File: src/rtl/ipm_distributed_sync_fifo_pkg.sv
// Shared sizing helpers and default thresholds for the distributed-RAM sync FIFO.
package ipm_distributed_sync_fifo_pkg;

  localparam int unsigned DEF_ADDR_WIDTH       = 4;
  localparam int unsigned DEF_DATA_WIDTH       = 16;
  localparam int unsigned DEF_ALMOST_EMPTY_NUM = 2;

  function automatic int unsigned fifo_depth(input int unsigned aw);
    return 32'd1 << aw;
  endfunction

  function automatic int unsigned cnt_width(input int unsigned aw);
    return aw + 1;
  endfunction

  // Default almost-full level: two below full.
  function automatic int unsigned def_almost_full(input int unsigned aw);
    return fifo_depth(aw) - 2;
  endfunction

endpackage

File: src/rtl/ipm_distributed_sync_fifo_core.sv
// Distributed simple-dual-port RAM: synchronous write, asynchronous read, no reset.
module dist_sdpram_core
  import ipm_distributed_sync_fifo_pkg::*;
#(
  parameter int unsigned ADDR_WIDTH = DEF_ADDR_WIDTH,
  parameter int unsigned DATA_WIDTH = DEF_DATA_WIDTH
) (
  input  logic                  clk,
  input  logic                  i_wr_en,
  input  logic [ADDR_WIDTH-1:0] i_wr_addr,
  input  logic [DATA_WIDTH-1:0] i_wr_data,
  input  logic [ADDR_WIDTH-1:0] i_rd_addr,
  output logic [DATA_WIDTH-1:0] o_rd_data
);

  localparam int unsigned DEPTH = fifo_depth(ADDR_WIDTH);

  logic [DATA_WIDTH-1:0] r_mem [0:DEPTH-1];

  always_ff @(posedge clk) begin
    if (i_wr_en) r_mem[i_wr_addr] <= i_wr_data;
  end

  assign o_rd_data = r_mem[i_rd_addr];

endmodule

File: src/rtl/ipm_distributed_sync_fifo.sv
// Single-clock FIFO on distributed RAM with registered read port, fill count,
// programmable almost flags and overflow/underflow pulses.
module ipm_distributed_sync_fifo
  import ipm_distributed_sync_fifo_pkg::*;
#(
  parameter int unsigned ADDR_WIDTH       = DEF_ADDR_WIDTH,
  parameter int unsigned DATA_WIDTH       = DEF_DATA_WIDTH,
  parameter int unsigned ALMOST_FULL_NUM  = def_almost_full(ADDR_WIDTH),
  parameter int unsigned ALMOST_EMPTY_NUM = DEF_ALMOST_EMPTY_NUM
) (
  input  logic                  clk,
  input  logic                  rst,
  input  logic                  wr_en,
  input  logic [DATA_WIDTH-1:0] wr_data,
  input  logic                  rd_en,
  output logic [DATA_WIDTH-1:0] rd_data,
  output logic                  rd_valid,
  output logic                  full,
  output logic                  empty,
  output logic                  almost_full,
  output logic                  almost_empty,
  output logic [ADDR_WIDTH:0]   data_count,
  output logic                  overflow,
  output logic                  underflow
);

  localparam int unsigned DEPTH = fifo_depth(ADDR_WIDTH);
  localparam int unsigned CNT_W = cnt_width(ADDR_WIDTH);

  if (ALMOST_FULL_NUM < 1 || ALMOST_FULL_NUM > DEPTH ||
      ALMOST_EMPTY_NUM > DEPTH - 1) begin : g_bad_cfg
    $error("ipm_distributed_sync_fifo: ALMOST_* threshold out of range");
  end

  logic [ADDR_WIDTH-1:0] r_wr_ptr, r_rd_ptr;
  logic [CNT_W-1:0]      r_count;
  logic [DATA_WIDTH-1:0] r_rd_data;
  logic                  r_rd_valid, r_full, r_empty, r_afull, r_aempty;
  logic                  r_overflow, r_underflow;

  logic                  w_wr_acc, w_rd_acc;
  logic [CNT_W-1:0]      w_count_next;
  logic [DATA_WIDTH-1:0] w_ram_rd;

  // A write is allowed into a full FIFO only when a read frees a slot at the same edge.
  assign w_wr_acc     = wr_en & (~r_full | rd_en);
  assign w_rd_acc     = rd_en & ~r_empty;
  assign w_count_next = r_count + CNT_W'(w_wr_acc) - CNT_W'(w_rd_acc);

  dist_sdpram_core #(
    .ADDR_WIDTH (ADDR_WIDTH),
    .DATA_WIDTH (DATA_WIDTH)
  ) u_ram (
    .clk       (clk),
    .i_wr_en   (w_wr_acc),
    .i_wr_addr (r_wr_ptr),
    .i_wr_data (wr_data),
    .i_rd_addr (r_rd_ptr),
    .o_rd_data (w_ram_rd)
  );

  // Flags come from the next count so they line up with data_count every cycle.
  always_ff @(posedge clk or posedge rst) begin
    if (rst) begin
      r_wr_ptr    <= '0;
      r_rd_ptr    <= '0;
      r_count     <= '0;
      r_rd_data   <= '0;
      r_rd_valid  <= 1'b0;
      r_full      <= 1'b0;
      r_empty     <= 1'b1;
      r_afull     <= 1'b0;
      r_aempty    <= 1'b1;
      r_overflow  <= 1'b0;
      r_underflow <= 1'b0;
    end else begin
      if (w_wr_acc) r_wr_ptr <= r_wr_ptr + ADDR_WIDTH'(1);
      if (w_rd_acc) begin
        r_rd_ptr  <= r_rd_ptr + ADDR_WIDTH'(1);
        r_rd_data <= w_ram_rd;
      end
      r_count     <= w_count_next;
      r_rd_valid  <= w_rd_acc;
      r_full      <= (w_count_next == CNT_W'(DEPTH));
      r_empty     <= (w_count_next == '0);
      r_afull     <= (w_count_next >= CNT_W'(ALMOST_FULL_NUM));
      r_aempty    <= (w_count_next <= CNT_W'(ALMOST_EMPTY_NUM));
      r_overflow  <= wr_en & ~w_wr_acc;
      r_underflow <= rd_en & ~w_rd_acc;
    end
  end

  assign rd_data      = r_rd_data;
  assign rd_valid     = r_rd_valid;
  assign full         = r_full;
  assign empty        = r_empty;
  assign almost_full  = r_afull;
  assign almost_empty = r_aempty;
  assign data_count   = r_count;
  assign overflow     = r_overflow;
  assign underflow    = r_underflow;

endmodule

File: config.mk
export PLATFORM = sky130hd
export DESIGN_NAME = ipm_distributed_sync_fifo
export DESIGN_NICKNAME = d
export VERILOG_FILES = /design/src/rtl/ipm_distributed_sync_fifo_pkg.sv /design/src/rtl/ipm_distributed_sync_fifo_core.sv /design/src/rtl/ipm_distributed_sync_fifo.sv
export SDC_FILE = /design/constraint.sdc
export NUM_CORES = 1
export LEC_CHECK = 0
export BUFFER_PORTS_ARGS = -buffer_cell sky130_fd_sc_hd__buf_2
export CAP_MARGIN = 20
export CELL_PAD_IN_SITES_DETAIL_PLACEMENT = 0
export CELL_PAD_IN_SITES_GLOBAL_PLACEMENT = 1
export CORE_MARGIN = 8
export CORE_UTILIZATION = 53
export DETAILED_ROUTE_END_ITERATION = 16
export HOLD_SLACK_MARGIN = 0.05
export PLACE_DENSITY = 0.85
export SYNTH_ARGS = -nofsm -noshare
export SYNTH_HDL_FRONTEND = slang
export SYNTH_SLANG_ARGS = --single-unit
File: constraint.sdc
create_clock -name clk -period 3.08 [get_ports clk]
set_input_delay 0.462 -clock clk [delete_from_list [all_inputs] [get_ports clk]]
set_output_delay 0.462 -clock clk [all_outputs]
set_load 0.02 [all_outputs]
# Word level (Yosys, flattened, before mapping)
# Memory sizes are Yosys's and may differ from the RTL's. A register that Yosys moved wholly into a read port is not among the register bits.
# Index checks and enable logic that the tools add are counted.
# totals
ram_bits	256
in_bits	20
regBits	20
n_memories	1
word_cells	30
# classes
bitwise	9
order_cmp	2
addsub	4
reduce_logical	1
eq_ne	1
mux	2
# mem_list
memory	words	word_bits	read_ports	rd_clocked_by_memory_dff	write_ports	line	rtl
u_ram.r_mem	16	16	1	1	1	ipm_distributed_sync_fifo_core.sv:18	logic [DATA_WIDTH-1:0] r_mem [0:DEPTH-1];
# op_table
op	n
adder 4 x 1 -> 4 bit (second input constant)	2
adder 5 x 1 -> 5 bit	1
equality test 5 bit (second input constant)	1
>= comparator 5 x 4 -> 1 bit (second input constant)	1
<= comparator 5 x 2 -> 1 bit (second input constant)	1
zero test 5 bit	1
subtractor 5 x 1 -> 5 bit	1
bitwise AND 1 bit	4
inverter 1 bit	4
two-way mux 1 bit	2
bitwise OR 1 bit	1

# Depth between registers and ports, before layout
# Gate-level depths: netlist of run 1.
# depth
depth_word	6
mapped_depth	12

# Cells and area by module
# From an unflattened synthesis of run 1, not the netlist that was laid out.
# unflattened
hier_cells	518
hier_area_um2	11199.5
# by_module_without_submodules
mod	area_per_inst_um2	seq_area_each_um2	cells_per_inst	instances
dist_sdpram_core	9723.1	7687.4	416	1
ipm_distributed_sync_fifo	1476.4	903.4	102	1

# Worst setup path before layout of run 1
# No wires, ideal clock.
# synth_timing
kind	input to register
from	input rd_en
to	memory u_ram.r_mem[0][0] in the netlist's numbering, enable pin
cell_stages	5
setup_ns	0.430
t_required_ns	2.650
t_arrival_ns	2.479
path_slack_ns	0.171
n_path_buf	1
cell_sequence	nand2b_1 > and2_1 > buf_2 > inv_2 > nor4_1
# synth_between
elab_chain_len	4
# synth_rtl
item	line	rtl
from (decl)	ipm_distributed_sync_fifo.sv:15	input logic rd_en,
bitwise OR 1 bit	ipm_distributed_sync_fifo.sv:46	assign w_wr_acc = wr_en & (~r_full | rd_en);
bitwise AND 1 bit	ipm_distributed_sync_fifo.sv:46	
two-way mux 1 bit	ipm_distributed_sync_fifo_core.sv:21	if (i_wr_en) r_mem[i_wr_addr] <= i_wr_data;
two-way mux 1 bit (not written as such)	ipm_distributed_sync_fifo_core.sv:21	
to (decl)	ipm_distributed_sync_fifo_core.sv:18	
# Every way passes these cells.

# Final worst setup path of run 1
# layout_timing
from	register r_empty (netlist: empty)
to	register r_aempty (netlist: almost_empty)
# layout_between
elab_chain_len	4
# layout_rtl
item	line	rtl
from (decl)	ipm_distributed_sync_fifo.sv:38	logic r_rd_valid, r_full, r_empty, r_afull, r_aempty;
from (signal assigned)	ipm_distributed_sync_fifo.sv:85	r_empty <= (w_count_next == '0);
inverter 1 bit	ipm_distributed_sync_fifo.sv:47	assign w_rd_acc = rd_en & ~r_empty;
bitwise AND 1 bit	ipm_distributed_sync_fifo.sv:47	
net w_rd_acc	ipm_distributed_sync_fifo.sv:41	logic w_wr_acc, w_rd_acc;
subtractor 5 x 1 -> 5 bit	ipm_distributed_sync_fifo.sv:48	assign w_count_next = r_count + CNT_W'(w_wr_acc) - CNT_W'(w_rd_acc);
net w_count_next[4]	ipm_distributed_sync_fifo.sv:42	logic [CNT_W-1:0] w_count_next;
<= comparator 5 x 2 -> 1 bit	ipm_distributed_sync_fifo.sv:87	r_aempty <= (w_count_next <= CNT_W'(ALMOST_EMPTY_NUM));
to (signal assigned)	ipm_distributed_sync_fifo.sv:87	
to (decl)	ipm_distributed_sync_fifo.sv:38	
# The timed path passes the listed nets, and every way through them passes these cells.
# A chain may end at the register's enable or synchronous reset.

==> results_dict.tcl, run 1 <==
set metrics [dict create \
    preCtsSetupSlack_ps 126 \
    arrival_ps 3160 \
    relSlewSlack_pct 40.8 \
    power.share.combinational_pct 30.6 \
    cp_top_family "adder cells" \
    cpMaxStageDelayCell "dfstp_2" \
    die_h_um 164 \
    via_per_inst 5.98 \
    area_delta_synth_final_pct 13.9 \
    yosys.area.top_type_share_pct 66.4 \
    cp.required_ps 3520 \
    rows 54 \
    p_switching_mw 4.19 \
    drt_iter0_drc 627 \
    wl_mm 24.8 \
    place_hpwl_mm 14.3 \
    setup_slack_ps 355 \
    leakage_nw 4.74 \
    ys_ff_latch 292 \
    slowest_delay_ps 550 \
    grt_pass1_vias 6533 \
    synth-edff-count 256 \
    worst_slew_pin_slew_ps 886 \
    clock_sinks 292 \
    worstPathCellList "nand2b_1 -> inv_1 -> ha_1 -> inv_1 -> ha_1 -> fa_1 -> a21o_1 -> a21oi_2 -> xnor2_2 -> a2111oi_2" \
    synth_area_leaders "edfxtp_1, mux2i_1, dfrtp_1" \
    core-area_mm2 0.0216 \
    drcViolationCount 0 \
    pwr-share-clk_pct 27.2 \
    grt_pass1_wl_mm 37.9 \
    antenna_found_initial 2 \
    io_buffers 47 \
    syn_area_mm2 0.0116 \
    max_freq_mhz 367 \
    worstSetupPathType "reg -> reg" \
    ios 48 \
    numCtsBuffers 28 \
    num_vias 6256 \
    drt_pre_antenna_iters 5 \
    chipWidth_um 164 \
    fin_setup_tns_ps 0 \
    power_frac_seq_pct 42.1 \
    clk_pin_slew_ps 60 \
    ys_async_sr_fraction_pct 12.3 \
    cts_resized 0 \
    syn_inst 672 \
    ir_worst_vdd_mv 0.812 \
    layout-drive-gt1-share_pct 17.6 \
    dominantRegCellSynth "edfxtp_1" \
    cts_htree_levels 1 \
    clk_latency_ps 540 \
    finalHoldViolations 0 \
    cts.path.max_buffers 3 \
    post_drt_wl_per_cell_um 23.7 \
    dieArea_mm2 0.0268 \
    ant_nets 0 \
    fin_nets 776 \
    p_sw_share_pct 32.9 \
    cts_tree "yes" \
    gr-usage-all-layers_pct 18.7 \
    syn_avg_cell_area_um2 17.2 \
    intPower_mw 8.55 \
    ys_types 42 \
    whs_ps 137 \
    maxCapViolations 0 \
    ys_seq_area_share_pct 74.2 \
    initial_utilization_pct 53.5 \
    period_minus_slack_ps 2720 \
    syn-num-nets 703 \
    drv_slew 0 \
    diodes 0 \
    timing.final.crit_share_pct 88.5 \
    p_per_area_mw_per_mm2 967 \
    synth_largest_area_cell "edfxtp_1" \
    root_buffer "clkbuf_16" \
    synth.yosys.warnings 0 \
    crit_buf_inv 2 \
    cp_max_fo 6 \
    outcome "finished clean" \
    grt_setup_unrepaired "no" \
    holdCritPathClass "in -> reg" \
    crit_path_start_kind "register" \
    final_common_cell "edfxtp_1" \
    overflow 0 \
    fin_worst_skew_ps 11.2 \
    mostFrequentLayoutCells "edfxtp_1, mux2i_1, a22oi_1" \
    gp_congestion 0.776 \
    setup_viol 0 \
    cp-end-kind "register" \
    grt_max_degree 44 \
]
==> state kept, by name, indices dropped and copies added (netlist names) <==
register / flops
almost_empty: 1
almost_full: 1
data_count: 5
empty: 1
full: 1
overflow: 1
r_rd_ptr: 4
r_wr_ptr: 4
rd_data: 16
rd_valid: 1
u_ram.r_mem: 256
underflow: 1
==> cell families after synthesis <==
family / after synthesis / synth area share (%)
and+or+nand+nor: 81 / 3.69
adders and majority gates: 11 / 1.25
buffers and inverters: 51 / 2.82
muxes: 128 / 11.1
xor gates and xnor gates: 10 / 0.887
AOI/OAI and AO/OA: 99 / 6.03
DFF: 292 / 74.2
==> worst paths after layout <==
| kind | start | to | slack, ps | depth (start not counted) |
|---|---|---|---|---|
| max | empty | almost_empty | 360 | 10 |
| min | wr_en | overflow | 140 | 3 |
| max reg2reg | empty | almost_empty | 360 | 10 |
| min reg2reg | rd_data[9] | rd_data[9] | 510 | 2 |
| max in group asynchronous | rst | rd_data[4] | 1850 | 4 |
| min in group asynchronous | rst | data_count[1] | 550 | 3 |
==> final cells by class <==
type | instances | area, um^2
timing repair buffer | 79 | 566
tap | 280 | 350
clock buffer | 40 | 777
inverter | 15 | 56.3
sequential | 292 | 8590
clock inverter | 12 | 158
multi-input combinational | 329 | 2680
fill | 1521 | 8440
==> routing by layer <==
layer / global-route usage [%] / vias to the layer above / wire length (um)
met2: 30.9 / 258 / 12000
met3: 3.98 / 47 / 2140
met4: 6.36 / 4 / 695
met1: 24.3 / 3172 / 9970
met5: 0 / - / 26
li1: - / 2775 / -
==> synthesized netlist by cell type (2+ instances only) <==
cell	n
xnor2_1	7
nor4_1	4
buf_8	2
buf_6	11
nand3_1	22
inv_1	14
edfxtp_1	256
a32oi_1	16
nor3b_2	2
nor2b_1	4
nor2_1	7
nand2_1	23
o21ai_1	16
buf_4	2
and2_1	10
mux2i_1	128
clkbuf_1	4
xnor2_2	2
a22oi_1	48
dfrtp_1	34
a21o_1	2
a21oi_1	13
buf_2	15
dfstp_2	2
nand2b_1	2
ha_1	10
==> timing repair <==
| action | 4_1_cts | 5_1_grt |
|---|---|---|
| buffers inserted | 0 | 0 |
| endpoints found under the hold margin | 23 | 0 |
| hold buffers | 1 | 0 |
==> power groups by stage <==
stage	clock [mW]	combinational, mW	sequential, mW
after global routing	3.67	4.22	5.42
after detailed placement	0	3.91	5.44
after global placement	0	3.78	5.41
after floorplan	0	2.79	5.39
after CTS	3.51	3.93	5.37
final	3.47	3.90	5.37
==> stage by stage <==
| stage | power (mW) | instance area [um^2] | std cells | utilization, % |
|---|---|---|---|---|
| finish | 12.7 | 13200 | 1047 | 61.0 |
| global route | 13.3 | 13200 | 1047 | 61.0 |
| global placement | 9.19 | 12200 | 994 | 56.6 |
| detailed placement | 9.35 | 12200 | 994 | 56.6 |
| floorplan | 8.18 | 11600 | 672 | - |
| CTS | 12.8 | 13200 | 1047 | 61.0 |
==> tightest hold or removal path, stage by stage <==
cell and delay, ps:
buf_2 100, inv_1 40, nor2_1 40
(Power assumes the default switching activity.)
==> inputs of run 2 (changes only) <==
CORE_UTILIZATION = 54   (was 53)
PLACE_DENSITY = not set   (was 0.85)
PLACE_DENSITY_LB_ADDON = 0.12   (was not set)
RECOVER_POWER = 25   (was not set)
SYNTH_HIERARCHICAL = 1   (was not set)
==> run 2 against run 1 <==
Effect of this change: wire length down 9.4%; clock skew rose by 1.8 ps; clock power is 4% lower; synthesized cell count decreased by 23%; via count shrank 15%; final area decreased by 2.4%; count of clock-buffer cells in the layout rose by 1; largest cell class unchanged; highest routed layer is now met4.
==> results_dict.tcl, run 2 <==
set metrics [dict create \
    outcome "finished clean" \
    ys_types 35 \
    synth.area.mux_share_pct 14.9 \
    preCtsSetupSlack_ps 350 \
    io_buffers 47 \
    busiest_layer "met2" \
    syn-num-nets 546 \
    relSlewSlack_pct 37.9 \
    crit_path_start_kind "register" \
    area_delta_synth_final_pct 14.9 \
    met1_usage_pct 23.7 \
    worstSetupPathType "reg -> reg" \
    largest_reg_flops 256 \
    cts.path.max_buffers 3 \
    use_met3_pct 3.21 \
    max_freq_mhz 402 \
    yosys.area_share.simple_pct 2.56 \
    nFillCells 1439 \
    postCtsHoldBufs 1 \
    setup_viol 0 \
    synthTopCellsByCount "edfxtp_1, mux4_2, dfrtp_1, a22oi_1, nand2_1" \
    arrival_ps 2920 \
    ir_worst_vdd_mv 0.605 \
    num_vias 5330 \
    gp_congestion 0.752 \
    drt_iter0_drc 405 \
    initial_utilization_pct 55.2 \
    core-area_mm2 0.0203 \
    drv_slew 0 \
    grt_pass1_wl_mm 34.7 \
    diodes 0 \
    final_common_cell "edfxtp_1" \
    ios 48 \
    cts_resized 0 \
    antenna_found_initial 0 \
    p_per_area_mw_per_mm2 967 \
    ant_nets 0 \
    synth-edff-count 256 \
    clk_pin_slew_ps 60 \
    cp.required_ps 3510 \
    synth.yosys.warnings 6 \
    holdCritPathClass "in -> reg" \
    clock_sinks 292 \
    ys_ff_latch 292 \
    period_minus_slack_ps 2490 \
    grt_setup_unrepaired "no" \
    yosys.area_share.xor_xnor_pct 0.782 \
    post_drt_wl_per_cell_um 25.0 \
    dieArea_mm2 0.0256 \
    rows 52 \
    cp_max_fo 5 \
    synth_largest_area_cell "edfxtp_1" \
    yosysMostFrequentCell "edfxtp_1" \
    root_buffer "clkbuf_16" \
    mostFrequentLayoutCells "edfxtp_1, mux4_2, buf_2" \
    layout-drive-gt1-share_pct 31.5 \
    gr-usage-all-layers_pct 17.9 \
    clk_latency_ps 540 \
    wl_mm 22.5 \
    worst_slew_pin_slew_ps 931 \
    cts_htree_levels 1 \
    regMostFlops "u_ram/r_mem" \
    die_h_um 160 \
    post-cts-setup-buffers 0 \
    drcViolationCount 0 \
    timing.final.crit_share_pct 80.8 \
    dominantRegCellSynth "edfxtp_1" \
    yosys.area.top_type_share_pct 68.6 \
    ys_async_sr_fraction_pct 12.3 \
    cts_tree "yes" \
    numCtsBuffers 29 \
    rr_worst_depth 10 \
    maxCapViolations 0 \
    finalHoldViolations 0 \
    cp-end-kind "register" \
    grt_pass1_vias 5708 \
    syn_inst 518 \
    via_per_inst 5.93 \
    chipWidth_um 160 \
    fin_worst_skew_ps 13.0 \
    drt_pre_antenna_iters 4 \
    whs_path_depth 3 \
    synth_top_family_by_area "multiplexers" \
    fin_setup_tns_ps 0 \
    synth_compound_area_share_pct 2.61 \
    place_hpwl_mm 13.4 \
    setup_slack_ps 591 \
    fin_nets 635 \
    syn_avg_cell_area_um2 21.6 \
    overflow 0 \
    synthAdderAreaFrac_pct 0.961 \
    syn_area_mm2 0.0112 \
    leakage_nw 4.40 \
    synth_area_leaders "edfxtp_1, mux4_2, dfrtp_1" \
    grt_max_degree 29 \
    ys_seq_area_share_pct 76.7 \
    gr-usage-met2_pct 29.5 \
]
run 2: cell count changes in the layout (fill, tap and decap cells not counted), sizes merged, moves of 4 or more:
cell,previous run,this run
a32oi,16,0
mux2i,128,0
inv,15,7
nand3,22,1
mux4,0,64
a21oi,14,2
nor2,8,14
clkbuf,40,54
and2,11,2
buf,78,67
o21ai,17,0
a22oi,48,32
clkinv,7,11
mux2,0,17
run 2: per-stage QoR:
step	instances	power [mW]	utilization, %	cell area, um^2	hold WS (ps)
finish	899	12.4	63.4	12900	151
floorplan	518	8.06	-	11200	492
global route	899	13.1	63.4	12900	132
detailed placement	845	9.24	59.0	12000	491
global placement	845	9.15	59.0	12000	485
CTS	899	12.6	63.5	12900	128
run 2: layout make-up:
class | instances | area, um^2 | area share, %
multi-input cells | 195 | 2480 | 19.3
well taps | 270 | 338 | 2.63
repair buffers | 81 | 514 | 4.00
clock inverters | 12 | 103 | 0.797
clock buffers | 41 | 801 | 6.22
flip-flops and latches | 292 | 8600 | 66.8
inverters | 8 | 30.0 | 0.233
run 2: kinds of logic (layout without fill, tap and decap cells):
kind of cell,count (synthesis),count (layout)
XOR/XNOR,10,10
multiplexers,81,81
AO/OA/AOI/OAI,38,38
adder cells (fa/ha/maj),8,8
AND/OR/NAND/NOR,58,58
buffers and inverters,31,142
flip-flops,292,292
run 2: power breakdown:
group          internal [mW]  total (mW)  leakage [nW]  switching (mW)
Clock                   1.96        3.33         0.443            1.37
Sequential              4.96        5.34          2.74           0.385
Combinational           1.72        3.77          1.22            2.05
Total                   8.63        12.4          4.40            3.81
run 2: critical path, stage by stage (launching register included):
cell      delay [ps]
dfrtp_1          380
nand2b_1          90
nand2_1          120
ha_1             300
inv_1             40
ha_1             200
fa_1             430
a21o_1           180
a21oi_2          140
xnor2_1          160
nor4_1           340
run 2: final timing paths:
kind	start	slack, ps	to
max	full	590	empty
min	wr_en	150	overflow
max reg2reg	full	590	empty
min reg2reg	rd_data[8]	500	rd_data[8]
max in group asynchronous	rst	1850	r_rd_ptr[0]
min in group asynchronous	rst	500	data_count[0]
run 2: per-layer routing:
| layer | wire length, um | share of wire, % |
|---|---|---|
| met4 | 689 | 3.1 |
| met1 | 9520 | 42 |
| met2 | 11200 | 50 |
| met5 | 0 | 0 |
| met3 | 1090 | 4.9 |
==> inputs of run 3 (changes only) <==
CORE_UTILIZATION = 49   (was 54)
clock period = 2.01 ns   (was 3.08 ns; I/O delays follow)
==> run 3 against run 2 <==
Effect of this change: the flow now finishes with violations (negative setup slack); sequential share of layout area shrank 4.7 points; first-iteration DRC count shrank 15%; combinational power grew 110%; sequential cell count is the same; global-route usage shrank 0.90 points; clock skew shrank 5.8 ps; worst setup slack lost 850 ps; critical endpoint is now full; largest power group unchanged.
==> results_dict.tcl, run 3 (synthesis gave the netlist of run 2 again) <==
set metrics [dict create \
    fin_nets 682 \
    cts.path.max_buffers 3 \
    holdCritPathClass "in -> reg" \
    worstSetupPathType "reg -> reg" \
    drv_slew 0 \
    fin_worst_skew_ps 7.22 \
    cp-end-kind "register" \
    num_vias 5549 \
    drcViolationCount 0 \
    finalHoldViolations 0 \
    finalNonFillerCells 963 \
    clk_latency_ps 540 \
    setup_slack_ps -257 \
    final_common_cell "edfxtp_1" \
    preCtsSetupSlack_ps -308 \
    die_h_um 167 \
    leakage_nw 4.80 \
    grt_max_degree 27 \
    place_hpwl_mm 14.8 \
    gp_congestion 0.757 \
    maxCapViolations 0 \
    layout-drive-gt1-share_pct 42.6 \
    relSlewSlack_pct 53.5 \
    r2r-end "full" \
    cts_htree_levels 1 \
    post_drt_wl_per_cell_um 25.1 \
    r2r_setup_slack_ps -260 \
    grt_setup_unrepaired "yes" \
    worst_slew_pin_slew_ps 694 \
    holdCritStartpoint "wr_data[13]" \
    critPathCapture "full" \
    ant_nets 0 \
    gr-usage-all-layers_pct 17.0 \
    r2r_start "empty" \
    dp.cells 889 \
    drt_iter0_drc 345 \
    clk_pin_slew_ps 60 \
    cp.required_ps 2460 \
    whs_ps 161 \
    arrival_ps 2720 \
    mostFrequentLayoutCells "edfxtp_1, mux4_2, buf_4" \
    outcome "complete, but fails checks" \
    p_per_area_mw_per_mm2 1530 \
    violations "negative setup slack" \
    antenna_found_initial 0 \
    ir_worst_vdd_mv 0.787 \
    regMostFlops "u_ram/r_mem" \
    fin_util_pct 61.3 \
    cp-startpoint "empty" \
    max_freq_mhz 441 \
    setup_viol 11 \
    ios 48 \
    largest_reg_flops 256 \
    grt_pass1_vias 5824 \
    cts_tree "yes" \
    initial_utilization_pct 49.6 \
    core-area_mm2 0.0226 \
    numCtsBuffers 30 \
    overflow 0 \
    chipWidth_um 167 \
    io_buffers 47 \
    dieArea_mm2 0.0279 \
    clock_sinks 292 \
    rows 55 \
    area_delta_synth_final_pct 23.5 \
    cp_max_fo 5 \
    diodes 0 \
    period_minus_slack_ps 2270 \
    drt_pre_antenna_iters 5 \
    crit_path_start_kind "register" \
    rr_worst_depth 9 \
    via_per_inst 5.76 \
    root_buffer "clkbuf_16" \
    wl_mm 24.2 \
    fin_setup_tns_ps -1020 \
    grt_pass1_wl_mm 35.7 \
    timing.final.crit_share_pct 113 \
]
==> run 3: through the flow <==
stage / instance area, um^2 / power [mW]
2_1_floorplan: 11300 / 12.6
3_3_place_gp: 12500 / 14.8
3_5_place_dp: 12500 / 15.0
4_1_cts: 13600 / 20.7
5_1_grt: 13800 / 22.0
6_report: 13800 / 21.1
==> run 3: power breakdown <==
part | internal, mW | leakage, nW | switching (mW)
combinational | 3.91 | 1.59 | 3.95
sequential | 7.59 | 2.74 | 0.440
clock | 3.05 | 0.468 | 2.16
total | 14.6 | 4.80 | 6.55
==> run 3: area by class of cell <==
| cell class | instances | area [um^2] |
|---|---|---|
| fill | 1643 | 8740 |
| sequential | 292 | 8600 |
| multi-input combinational | 195 | 2700 |
| timing repair buffer | 127 | 1220 |
| clock buffer | 36 | 795 |
| tap | 285 | 357 |
| clock inverter | 20 | 140 |
| inverter | 8 | 30.0 |
==> run 3: routing by layer <==
metal	global-route usage, %	share of wire, %
met2	28.6	50
met3	2.52	5.4
met5	0	0
met1	23.3	44
met4	3.61	1.3
==> run 3: worst min-delay path by stage <==
stage	cells after the start	to
3_3_place_gp	2	full
2_1_floorplan	0	u_ram/r_mem[0][0]
5_1_grt	1	u_ram/r_mem[15][7]
4_1_cts	1	u_ram/r_mem[2][5]
6_report	1	u_ram/r_mem[7][13]
3_5_place_dp	2	full
==> run 3: repair_timing <==
action / in CTS / in global routing
resized for setup: 13 / 35
hold buffers: 4 / 0
endpoints found under the setup margin: 21 / 92
gates cloned: 3 / 3
buffers inserted: 2 / 6
pin swaps: 4 / 15
endpoints found under the hold margin: 15 / 0
==> run 3: critical path, stage by stage, from the launching register on <==
cell and delay, ps:
dfstp_2 550, nor2b_4 50, ha_4 250, inv_2 40, ha_4 150, fa_2 340
a21o_1 190, a21oi_2 180, xnor2_2 190, nor4b_4 240
